`config.mk`:
```
export PLATFORM = sky130hd
export DESIGN_NAME = button_debouncer
export DESIGN_NICKNAME = d
export VERILOG_FILES = /design/src/rtl/btn_pkg.sv /design/src/rtl/btn_channel.sv /design/src/rtl/button_debouncer.sv
export SDC_FILE = /design/constraint.sdc
export NUM_CORES = 1
export LEC_CHECK = 0
export ABC_AREA = 0
export CAP_MARGIN = 15
export CORE_ASPECT_RATIO = 1.2
export CORE_MARGIN = 2
export CORE_UTILIZATION = 40
export CTS_CLUSTER_DIAMETER = 150
export DETAILED_ROUTE_END_ITERATION = 8
export GPL_TIMING_DRIVEN = 0
export PLACE_DENSITY_LB_ADDON = 0.05
export SETUP_SLACK_MARGIN = 0.05
export SYNTH_ARGS = -nofsm -noshare
export SYNTH_HDL_FRONTEND = slang
export SYNTH_HIERARCHICAL = 1
export SYNTH_SLANG_ARGS = --single-unit
```
`constraint.sdc`:
```
create_clock -name clk -period 2.6 [get_ports clk]
set_input_delay 0.52 -clock clk [delete_from_list [all_inputs] [get_ports clk]]
set_output_delay 0.52 -clock clk [all_outputs]
set_load 0.03 [all_outputs]
```
`src/rtl/btn_pkg.sv`:
```
// Shared types and constants for the button debouncer.
package btn_pkg;

  localparam int SYNC_STAGES = 2;
  localparam int PRESS_CNT_W = 8;

  typedef enum logic [1:0] {
    RELEASED,
    CHECK_PRESS,
    PRESSED,
    CHECK_RELEASE
  } btn_state_t;

endpackage

```
`src/rtl/btn_channel.sv`:
```
// One debounced key: 2-flop synchronizer, four-state stability FSM and window counter.
module btn_channel
  import btn_pkg::*;
#(
  parameter int DEBOUNCE_CYCLES = 500000
) (
  input  logic clk,
  input  logic reset,
  input  logic raw,
  output logic clean,
  output logic press_pulse,
  output logic release_pulse
);

  localparam int CNT_W = (DEBOUNCE_CYCLES > 1) ? $clog2(DEBOUNCE_CYCLES) : 1;
  localparam logic [CNT_W-1:0] LAST = CNT_W'(DEBOUNCE_CYCLES - 1);

  logic [SYNC_STAGES-1:0] sync_reg;
  logic                   sync;
  btn_state_t             state_reg, state_next;
  logic [CNT_W-1:0]       cnt_reg, cnt_next, cnt_inc;
  logic                   clean_reg, clean_next;
  logic                   press_reg, press_next;
  logic                   release_reg, release_next;

  always_ff @(posedge clk or posedge reset) begin
    if (reset) begin
      sync_reg <= '1;
    end else begin
      sync_reg <= {sync_reg[SYNC_STAGES-2:0], raw};
    end
  end

  assign sync    = sync_reg[SYNC_STAGES-1];
  assign cnt_inc = cnt_reg + 1'b1;

  always_ff @(posedge clk or posedge reset) begin
    if (reset) begin
      state_reg   <= RELEASED;
      cnt_reg     <= '0;
      clean_reg   <= 1'b1;
      press_reg   <= 1'b0;
      release_reg <= 1'b0;
    end else begin
      state_reg   <= state_next;
      cnt_reg     <= cnt_next;
      clean_reg   <= clean_next;
      press_reg   <= press_next;
      release_reg <= release_next;
    end
  end

  // The detecting cycle counts as the first stable cycle, so the window
  // closes when the incremented count reaches DEBOUNCE_CYCLES-1.
  always_comb begin
    state_next   = state_reg;
    cnt_next     = cnt_reg;
    clean_next   = clean_reg;
    press_next   = 1'b0;
    release_next = 1'b0;
    case (state_reg)
      RELEASED: begin
        if (!sync) begin
          state_next = CHECK_PRESS;
          cnt_next   = '0;
        end
      end
      CHECK_PRESS: begin
        if (sync) begin
          state_next = RELEASED;
          cnt_next   = '0;
        end else if (cnt_inc == LAST) begin
          state_next = PRESSED;
          cnt_next   = '0;
          clean_next = 1'b0;
          press_next = 1'b1;
        end else begin
          cnt_next = cnt_inc;
        end
      end
      PRESSED: begin
        if (sync) begin
          state_next = CHECK_RELEASE;
          cnt_next   = '0;
        end
      end
      CHECK_RELEASE: begin
        if (!sync) begin
          state_next = PRESSED;
          cnt_next   = '0;
        end else if (cnt_inc == LAST) begin
          state_next   = RELEASED;
          cnt_next     = '0;
          clean_next   = 1'b1;
          release_next = 1'b1;
        end else begin
          cnt_next = cnt_inc;
        end
      end
      default: begin
        state_next = RELEASED;
        cnt_next   = '0;
      end
    endcase
  end

  assign clean         = clean_reg;
  assign press_pulse   = press_reg;
  assign release_pulse = release_reg;

endmodule

```
`src/rtl/button_debouncer.sv`:
```
// N-channel active-low key debouncer with press/release pulses.
// Optional per-channel press counters are built when BTN_PRESS_COUNT_EN is defined.
module button_debouncer
  import btn_pkg::*;
#(
  parameter int N_BUTTONS       = 3,
  parameter int DEBOUNCE_CYCLES = 500000
) (
  input  logic                             clk,
  input  logic                             reset,
`ifdef BTN_PRESS_COUNT_EN
  input  logic                             count_clr,
  output logic [N_BUTTONS*PRESS_CNT_W-1:0] press_count,
`endif
  input  logic [N_BUTTONS-1:0]             buttons_raw,
  output logic [N_BUTTONS-1:0]             buttons_clean,
  output logic [N_BUTTONS-1:0]             press_pulse,
  output logic [N_BUTTONS-1:0]             release_pulse
);

  genvar gi;

  generate
    for (gi = 0; gi < N_BUTTONS; gi++) begin : g_chan
      btn_channel #(
        .DEBOUNCE_CYCLES(DEBOUNCE_CYCLES)
      ) u_chan (
        .clk          (clk),
        .reset        (reset),
        .raw          (buttons_raw[gi]),
        .clean        (buttons_clean[gi]),
        .press_pulse  (press_pulse[gi]),
        .release_pulse(release_pulse[gi])
      );
    end
  endgenerate

`ifdef BTN_PRESS_COUNT_EN
  // Clear wins over a coincident press; counters wrap naturally at 8 bits.
  generate
    for (gi = 0; gi < N_BUTTONS; gi++) begin : g_cnt
      logic [PRESS_CNT_W-1:0] cnt_reg;

      always_ff @(posedge clk or posedge reset) begin
        if (reset) begin
          cnt_reg <= '0;
        end else if (count_clr) begin
          cnt_reg <= '0;
        end else if (press_pulse[gi]) begin
          cnt_reg <= cnt_reg + 1'b1;
        end
      end

      assign press_count[gi*PRESS_CNT_W +: PRESS_CNT_W] = cnt_reg;
    end
  endgenerate
`else
  // Press counters are not built in this configuration.
`endif

endmodule

```
* Word level (Yosys, flattened, before mapping)
Index checks and enable logic that the tools add are counted.
Word-level totals: flip-flop bits (word level) 78, input port bits 5, output and inout bits 9
Cells by class: eq/ne operators 36, add/subtract/negate cells 3, reductions and logical operators 15, muxes and demuxes 69
Operators by type and width (count):
- 19-bit 2-to-1 mux | 15
- 19-bit case mux with 4 select lines | 3
- 19-bit by 1-bit adder with 19-bit output (second input constant) | 3
- 19-bit equality test (second input constant) | 3
- 2-bit 2-to-1 mux | 18
- 1-bit 2-to-1 mux | 27
- 2-bit by 1-bit inequality test with 1-bit output (second input constant) | 12
- 2-bit case mux with 4 select lines | 3
- 5-bit AND reduction | 3
- 2-bit equality test (second input constant) | 6
- 2-bit inequality test (second input constant) | 6
- 4-bit AND reduction | 3
- 3-bit by 1-bit inequality test with 1-bit output (second input constant) | 3
- 3-bit inequality test (second input constant) | 3
- 2-bit by 1-bit equality test with 1-bit output (second input constant) | 3
- 2-bit logical NOT | 3
- 1-bit case mux with 2 select lines | 3
- 2-bit AND reduction | 3
- 2-bit nonzero test | 3

* Logic depth before layout (Yosys ltp)
Gate-level depths: netlist of run 1.
depth in word-level cells 5, depth in mapped cells 10, gate-level depth less buffers 9

* Modules after synthesis
Netlist of run 1, hierarchy kept.
By module, submodules not included:
- btn_channel (g_chan[2].u_chan) | cells an instance 188, times used 1, area an instance 1651.6 sq um
- btn_channel (g_chan[1].u_chan) | cells an instance 174, times used 1, area an instance 1631.6 sq um
- btn_channel (g_chan[0].u_chan) | cells an instance 175, times used 1, area an instance 1547.7 sq um

* Worst setup path before layout of run 1
OpenSTA, ideal clock, no wires.
path kind flip-flop to flip-flop, start reg g_chan[0].u_chan.cnt_reg[0], end reg g_chan[0].u_chan.cnt_reg[3], path slack 161 ps, path buffers 1, arrival time 2315 ps, cell stages (with the launch flop) 10, required time 2476 ps, cell sequence dfrtp_1 -> ha_1 -> nand3_1 -> or4_4 -> or3_4 -> a211oi_2 -> a31o_4 -> buf_8 -> nor2_2 -> a211o_1
Between the ends: longest elaborated chain between the ends 5, elaborated cells on any way between the ends 6, those cells by class add/sub: 1; eq/ne: 1; mux: 4
RTL lines:
- start, declared | RTL line btn_channel.sv:21 | logic [CNT_W-1:0] cnt_reg, cnt_next, cnt_inc;
- start signal, assigned | RTL line btn_channel.sv:46 | cnt_reg <= cnt_next;
- 19-bit by 1-bit adder with 19-bit output (*) | RTL line btn_channel.sv:35 | assign cnt_inc = cnt_reg + 1'b1;
- 19-bit equality test | RTL line btn_channel.sv:72, btn_channel.sv:91
- 19-bit 2-to-1 mux (*) | RTL line btn_channel.sv:72, btn_channel.sv:91
- 19-bit 2-to-1 mux, on equally long branches | RTL line btn_channel.sv:88, btn_channel.sv:69
- 19-bit case mux with 4 select lines (*) | RTL line btn_channel.sv:61 | case (state_reg)
Mark *: on every way between the ends. The rest lies on a longest branch, timed or not. A chain may end at the register's enable or synchronous reset.

* Worst setup path in the final report of run 1
start reg g_chan[0].u_chan.cnt_reg[2], end reg g_chan[0].u_chan.cnt_reg[3]
Same word-level chain as after synthesis.

==> results.cfg, run 1 <==
[status]
status = completed

[clock_tree]
cts_buffers = 9
path_clk_slew_ps = 60
cts.sinks = 78
clkLatencyLatePin_ps = 330
h-tree-depth = 3
postCtsHoldBufs = 0
cts_tree = done
root_buffer = clkbuf_16
cts_buffer_depth = 2

[logic_synthesis]
yosys.area.top_type = dfrtp_1
ys_top_cells_by_area = dfrtp_1 36%, nand2_1 5.5%, dfstp_2 4.9%, o21ai_0 3.7%, nor3_1 3.0%
syn_area_per_cell_um2 = 9.00
synth_ff_type = dfrtp_1
syn-instance-count = 537
async_flop_share_pct = 100
synth_area_mm2 = 0.00483
ys_seq_area_share_pct = 40.6
yosysUniqueCellTypes = 71
synth_top_area_share_pct = 35.7
synth_nets = 550
synth-warning-count = 6
ys_seq_elements = 78
synth_edf_count = 0

[worst_setup_path]
startpoint_type = register
reg2reg_from = g_chan[0].u_chan/cnt_reg[2]$_DFFE_PP0P_
reg2reg_to = g_chan[0].u_chan/cnt_reg[3]$_DFFE_PP0P_
arrival_ps = 2710
cp.required_ps = 2820
r2r_setup_slack_ps = 110
r2r_cells = 9
cp_max_fo = 9
crit_type = reg2reg
critPathCaptureType = register

[timing]
finalWorstSetupSlack_ps = 114
setup_viol = 0
skew_ps = 7.53
tightest_slew_ps = 1000
fin_hold_ws_ps = 356
slew-limit-headroom_pct = 33.2
hold_viol_final = 0
report.final.slew_viol_count = 0
rsz0062_at_grt = true
period_needed_ps = 2490
fmax_mhz = 402
period_share_pct = 95.6

[die]
core_mm2 = 0.0117
die-area_mm2 = 0.0130
fp.dieW_um = 104
initial_core_util_pct = 41.4
ios = 14
fp-row-count = 43
die_y_um = 124

[finish]
drive_gt1_share_pct = 25.0
design_area_mm2 = 0.00603
nets = 607
syn2layout_area_growth_pct = 24.9
largest_register_ffs = 57
fin_util_pct = 51.7
antenna_cells = 0

[global_routing]
grt.total_usage_pct = 18.3
grt.overflow.total = 0
antenna_found_initial = 0
grt_pass1_wl_um = 19500
grt_max_degree = 27
grt_pass1_vias = 3950

[pwr]
power_frac_comb_pct = 6.4
p_leak_nw = 2.64
ir_drop_mv = 0.326
power_switching_share_pct = 25.4
seqPwrFrac_pct = 47.9
intPower_mw = 1.96
power_switching_mw = 0.665
finalPower_mw = 2.62
power-per-cell-area_mw_per_mm2 = 434
p_clk_share_pct = 45.7

[min_path]
hold_path_class = reg2reg
holdCritStartpoint = g_chan[0].u_chan/sync_reg[0]$_DFF_PP1_
whs_path_depth = 0
min_to = g_chan[0].u_chan/sync_reg[1]$_DFF_PP1_

[detailed_routing]
wl_per_cell_um = 15.8
drc_errors = 0
totalWireLength_um = 11900
firstDrtPassIters = 5
antenna_left = 0
drt_iter0_drc = 210
avgViaCountPerCell = 5.59
vias = 4228

[placement]
gp_routability_congestion = 0.848
port_buffers = 13
pre_cts_slack_ps = -310
place_area_mm2 = 0.00516
dpl.hpwl_um = 7850

[flow_run]
maxCapViolCount = 0
[Yosys cell counts, types with 9 or more instances]
master / n
nor2_1: 29
nand4_1: 21
and3_1: 16
xnor2_1: 12
o21ai_0: 36
inv_1: 17
xor2_1: 9
buf_2: 14
nor3_1: 29
a21oi_1: 13
a21o_1: 17
dfstp_2: 9
nand3_1: 25
nand2_1: 71
dfrtp_1: 69
[per-stage QoR]
stage | TNS [ps] | instances
6_report | 0 | 756
5_1_grt | 0 | 756
4_1_cts | 0 | 728
3_5_place_dp | -4940 | 707
3_3_place_gp | -5450 | 707
2_1_floorplan | 0 | 537
[logic make-up after synthesis]
logic type / Yosys count / share of synthesized area [%]
simple gates: 261 / 30.0
flops: 78 / 40.6
compound gates: 120 / 17.8
buf+inv: 43 / 4.30
xor+xnor: 21 / 3.81
fa+ha+maj: 8 / 2.07
mux: 6 / 1.40
[cell usage in the layout (no fill, tap or decap), types with 7 or more instances in the layout]
cell type,count
nand2_1,70
and3_1,16
a21o_1,17
nor3_1,26
inv_1,17
buf_2,11
dfrtp_1,55
and2_1,8
nor2_1,28
dfstp_2,9
xor2_1,8
clkdlybuf4s50_1,13
clkbuf_16,10
buf_4,29
a21oi_1,13
a31oi_1,7
dfrtp_2,14
xnor2_1,11
o21ai_0,34
nand3_1,22
nand4_1,21
[final cells by class]
class,instances,area [um^2]
sequential,78,1980
timing repair buffer,46,435
buffer,25,165
inverter,17,63.8
clock buffer,9,225
fill,1073,5640
tap,157,196
multi-input combinational,417,2910
clock inverter,7,58.8
[routing by layer]
metal	share of wire [%]	GRT usage, %	vias to the layer above
met5	0	0	-
met4	1.9	7.31	0
met3	2.6	2.67	17
met2	49	31.0	82
met1	46	23.4	2040
li1	-	-	2089
[power groups by stage]
stage	Sequential, mW	Clock (mW)	Combinational (mW)
final	1.26	1.20	0.167
after global routing	1.26	1.31	0.186
after CTS	1.25	1.25	0.140
after detailed placement	1.27	0	0.131
after global placement	1.27	0	0.130
after floorplan	1.27	0	0.0861
[worst max path at each step]
stage / cells after the start / start / slack, ps / end
detailed placement: 9 / g_chan[0].u_chan/cnt_reg[0]$_DFFE_PP0P_ / -310 / g_chan[0].u_chan/cnt_reg[3]$_DFFE_PP0P_
global placement: 9 / g_chan[0].u_chan/cnt_reg[0]$_DFFE_PP0P_ / -350 / g_chan[0].u_chan/cnt_reg[3]$_DFFE_PP0P_
global route: 9 / g_chan[0].u_chan/cnt_reg[2]$_DFFE_PP0P_ / 30 / g_chan[0].u_chan/cnt_reg[3]$_DFFE_PP0P_
finish: 9 / g_chan[0].u_chan/cnt_reg[2]$_DFFE_PP0P_ / 110 / g_chan[0].u_chan/cnt_reg[3]$_DFFE_PP0P_
CTS: 9 / g_chan[0].u_chan/cnt_reg[7]$_DFFE_PP0P_ / 10 / g_chan[0].u_chan/cnt_reg[3]$_DFFE_PP0P_
floorplan: 9 / g_chan[0].u_chan/cnt_reg[0]$_DFFE_PP0P_ / 160 / g_chan[0].u_chan/cnt_reg[3]$_DFFE_PP0P_
[repair_timing]
action | CTS | global route
gates resized for setup | 18 | 46
cloned | 0 | 2
setup endpoints to repair | 51 | 47
buffers inserted | 6 | 24
pin swaps | 4 | 11
[worst max-delay path: stages (launching register included)]
cell and delay, ps:
dfrtp_1 340, buf_6 140, nand3_4 110, or4_4 520
or3_4 360, a211oi_4 250, a31o_4 260, buf_8 140
nor2_2 40, a211o_1 210
Power figures use the tool's default switching activity.
==> run 2: changes to the inputs <==
==> constraint.sdc (replaced) <==
create_clock -name clk -period 2.88 [get_ports clk]
set_input_delay 0.576 -clock clk [delete_from_list [all_inputs] [get_ports clk]]
set_output_delay 0.576 -clock clk [all_outputs]
set_load 0.03 [all_outputs]
==> run 2 against run 1 <==
Critical path depth is the same. Largest cell class unchanged. First-iteration DRC count fell by 3.3%. Core utilization down 4.3 points.
==> results.cfg, run 2 (synthesis results as in run 1) <==
[status]
status = completed

[placement]
dpl.hpwl_um = 7850
gp_routability_congestion = 0.848
pre_cts_slack_ps = -30.1
placedCellCount = 707
port_buffers = 13
place_area_mm2 = 0.00516

[clock_tree]
h-tree-depth = 3
root_buffer = clkbuf_16
cts.sinks = 78
cts_tree = done
path_clk_slew_ps = 60
cts_buffers = 9
clkLatencyLatePin_ps = 330
cts_buffer_depth = 2
postCtsHoldBufs = 0

[worst_setup_path]
cp_max_fo = 10
reg2reg_to = g_chan[0].u_chan/cnt_reg[3]$_DFFE_PP0P_
crit_family = simple AND/OR/NAND/NOR gates
reg2reg_from = g_chan[0].u_chan/cnt_reg[0]$_DFFE_PP0P_
slowest_stage = or4_4
path_cells = ha_2 > nand3_1 > or4_4 > or3_4 > a211oi_2 > a31o_4 > buf_8 > nor2_2 > a211o_1
cp.required_ps = 3100
crit_type = reg2reg
arrival_ps = 2930
slowest_delay_ps = 460
crit_path_start = g_chan[0].u_chan/cnt_reg[0]$_DFFE_PP0P_
startpoint_type = register
critPathCaptureType = register
r2r_cells = 9
r2r_setup_slack_ps = 180
crit_buf_inv = 1

[timing]
rsz0062_at_grt = true
setup_viol = 0
period_share_pct = 93.9
slew-limit-headroom_pct = 33.1
report.final.slew_viol_count = 0
finalWorstSetupSlack_ps = 176
tightest_slew_ps = 1000
fmax_mhz = 370
fin_tns_setup_ps = 0
skew_ps = 7.39
period_needed_ps = 2700
hold_viol_final = 0

[global_routing]
grt.total_usage_pct = 18.3
grt.overflow.total = 0
grt_max_degree = 27
grt_pass1_vias = 3894
antenna_found_initial = 0
grt_pass1_wl_um = 19400

[min_path]
min_to = g_chan[1].u_chan/sync_reg[1]$_DFF_PP1_
hold_path_class = reg2reg
whs_path_depth = 0
holdCritStartpoint = g_chan[1].u_chan/sync_reg[0]$_DFF_PP1_

[pwr]
finalPower_mw = 2.34
p_leak_nw = 2.39
power-per-cell-area_mw_per_mm2 = 423
ir_drop_mv = 0.296

[finish]
syn2layout_area_growth_pct = 14.5
drive_gt1_share_pct = 16.1
post_layout_nonfiller_instances = 728
layout_commonest_cell = nand2_1
design_area_mm2 = 0.00553
antenna_cells = 0
layout_common_cells = 71 x nand2_1, 69 x dfrtp_1, 36 x o21ai_0
nets = 579
largest_register_ffs = 57

[die]
die_y_um = 124
core_mm2 = 0.0117
fp.dieW_um = 104
initial_core_util_pct = 41.4
ios = 14
fp-row-count = 43
die-area_mm2 = 0.0130

[detailed_routing]
drc_errors = 0
drt_iter0_drc = 203
vias = 4034
wl_per_cell_um = 15.5
antenna_left = 0
firstDrtPassIters = 4
totalWireLength_um = 11300
avgViaCountPerCell = 5.54

[flow_run]
maxCapViolCount = 0
==> run 2: metal layers <==
layer  wire length [um]  up-vias  part of all wire (%)  global-route usage [%]
met5                  0        -                     0                       0
met4                156        0                   1.4                    6.84
met3                288       10                   2.6                    2.56
met2               5450       63                    48                    30.9
met1               5390     1933                    48                    23.6
li1                   -     2028                     -                       -
==> run 2: what timing repair did <==
action                     in CTS  in global routing
pin swaps                       0                  2
gates resized for setup         1                  5
setup endpoints to repair       6                 33
setup buffers                   0                  4
==> run 2: layout make-up <==
cell class / instances / area [um^2]
Buffer: 25 / 140
Clock buffer: 9 / 225
Clock inverter: 7 / 58.8
Fill cell: 1125 / 6140
Inverter: 17 / 63.8
Multi-Input combinational cell: 416 / 2680
Sequential cell: 78 / 1960
Tap cell: 157 / 196
Timing Repair Buffer: 19 / 203
==> run 2: how the worst max path moves through the flow <==
| stage | to | slack, ps | cells after the start |
|---|---|---|---|
| floorplan | g_chan[0].u_chan/cnt_reg[3]$_DFFE_PP0P_ | 440 | 9 |
| global placement | g_chan[0].u_chan/cnt_reg[3]$_DFFE_PP0P_ | -70 | 9 |
| detailed placement | g_chan[0].u_chan/cnt_reg[3]$_DFFE_PP0P_ | -30 | 9 |
| CTS | g_chan[1].u_chan/cnt_reg[4]$_DFFE_PP0P_ | 70 | 10 |
| global route | g_chan[2].u_chan/cnt_reg[3]$_DFFE_PP0P_ | 20 | 9 |
| finish | g_chan[0].u_chan/cnt_reg[3]$_DFFE_PP0P_ | 180 | 9 |
==> run 2: power breakdown <==
part | switching [mW] | internal (mW)
combinational | 0.0848 | 0.0406
sequential | 0.0174 | 1.11
clock | 0.489 | 0.594
total | 0.591 | 1.75
==> run 2: metrics by stage <==
step | utilization (%) | hold slack, ps
2_1_floorplan | - | 345
3_3_place_gp | 44.2 | 347
3_5_place_dp | 44.2 | 348
4_1_cts | 46.6 | 356
5_1_grt | 47.4 | 365
6_report | 47.4 | 357
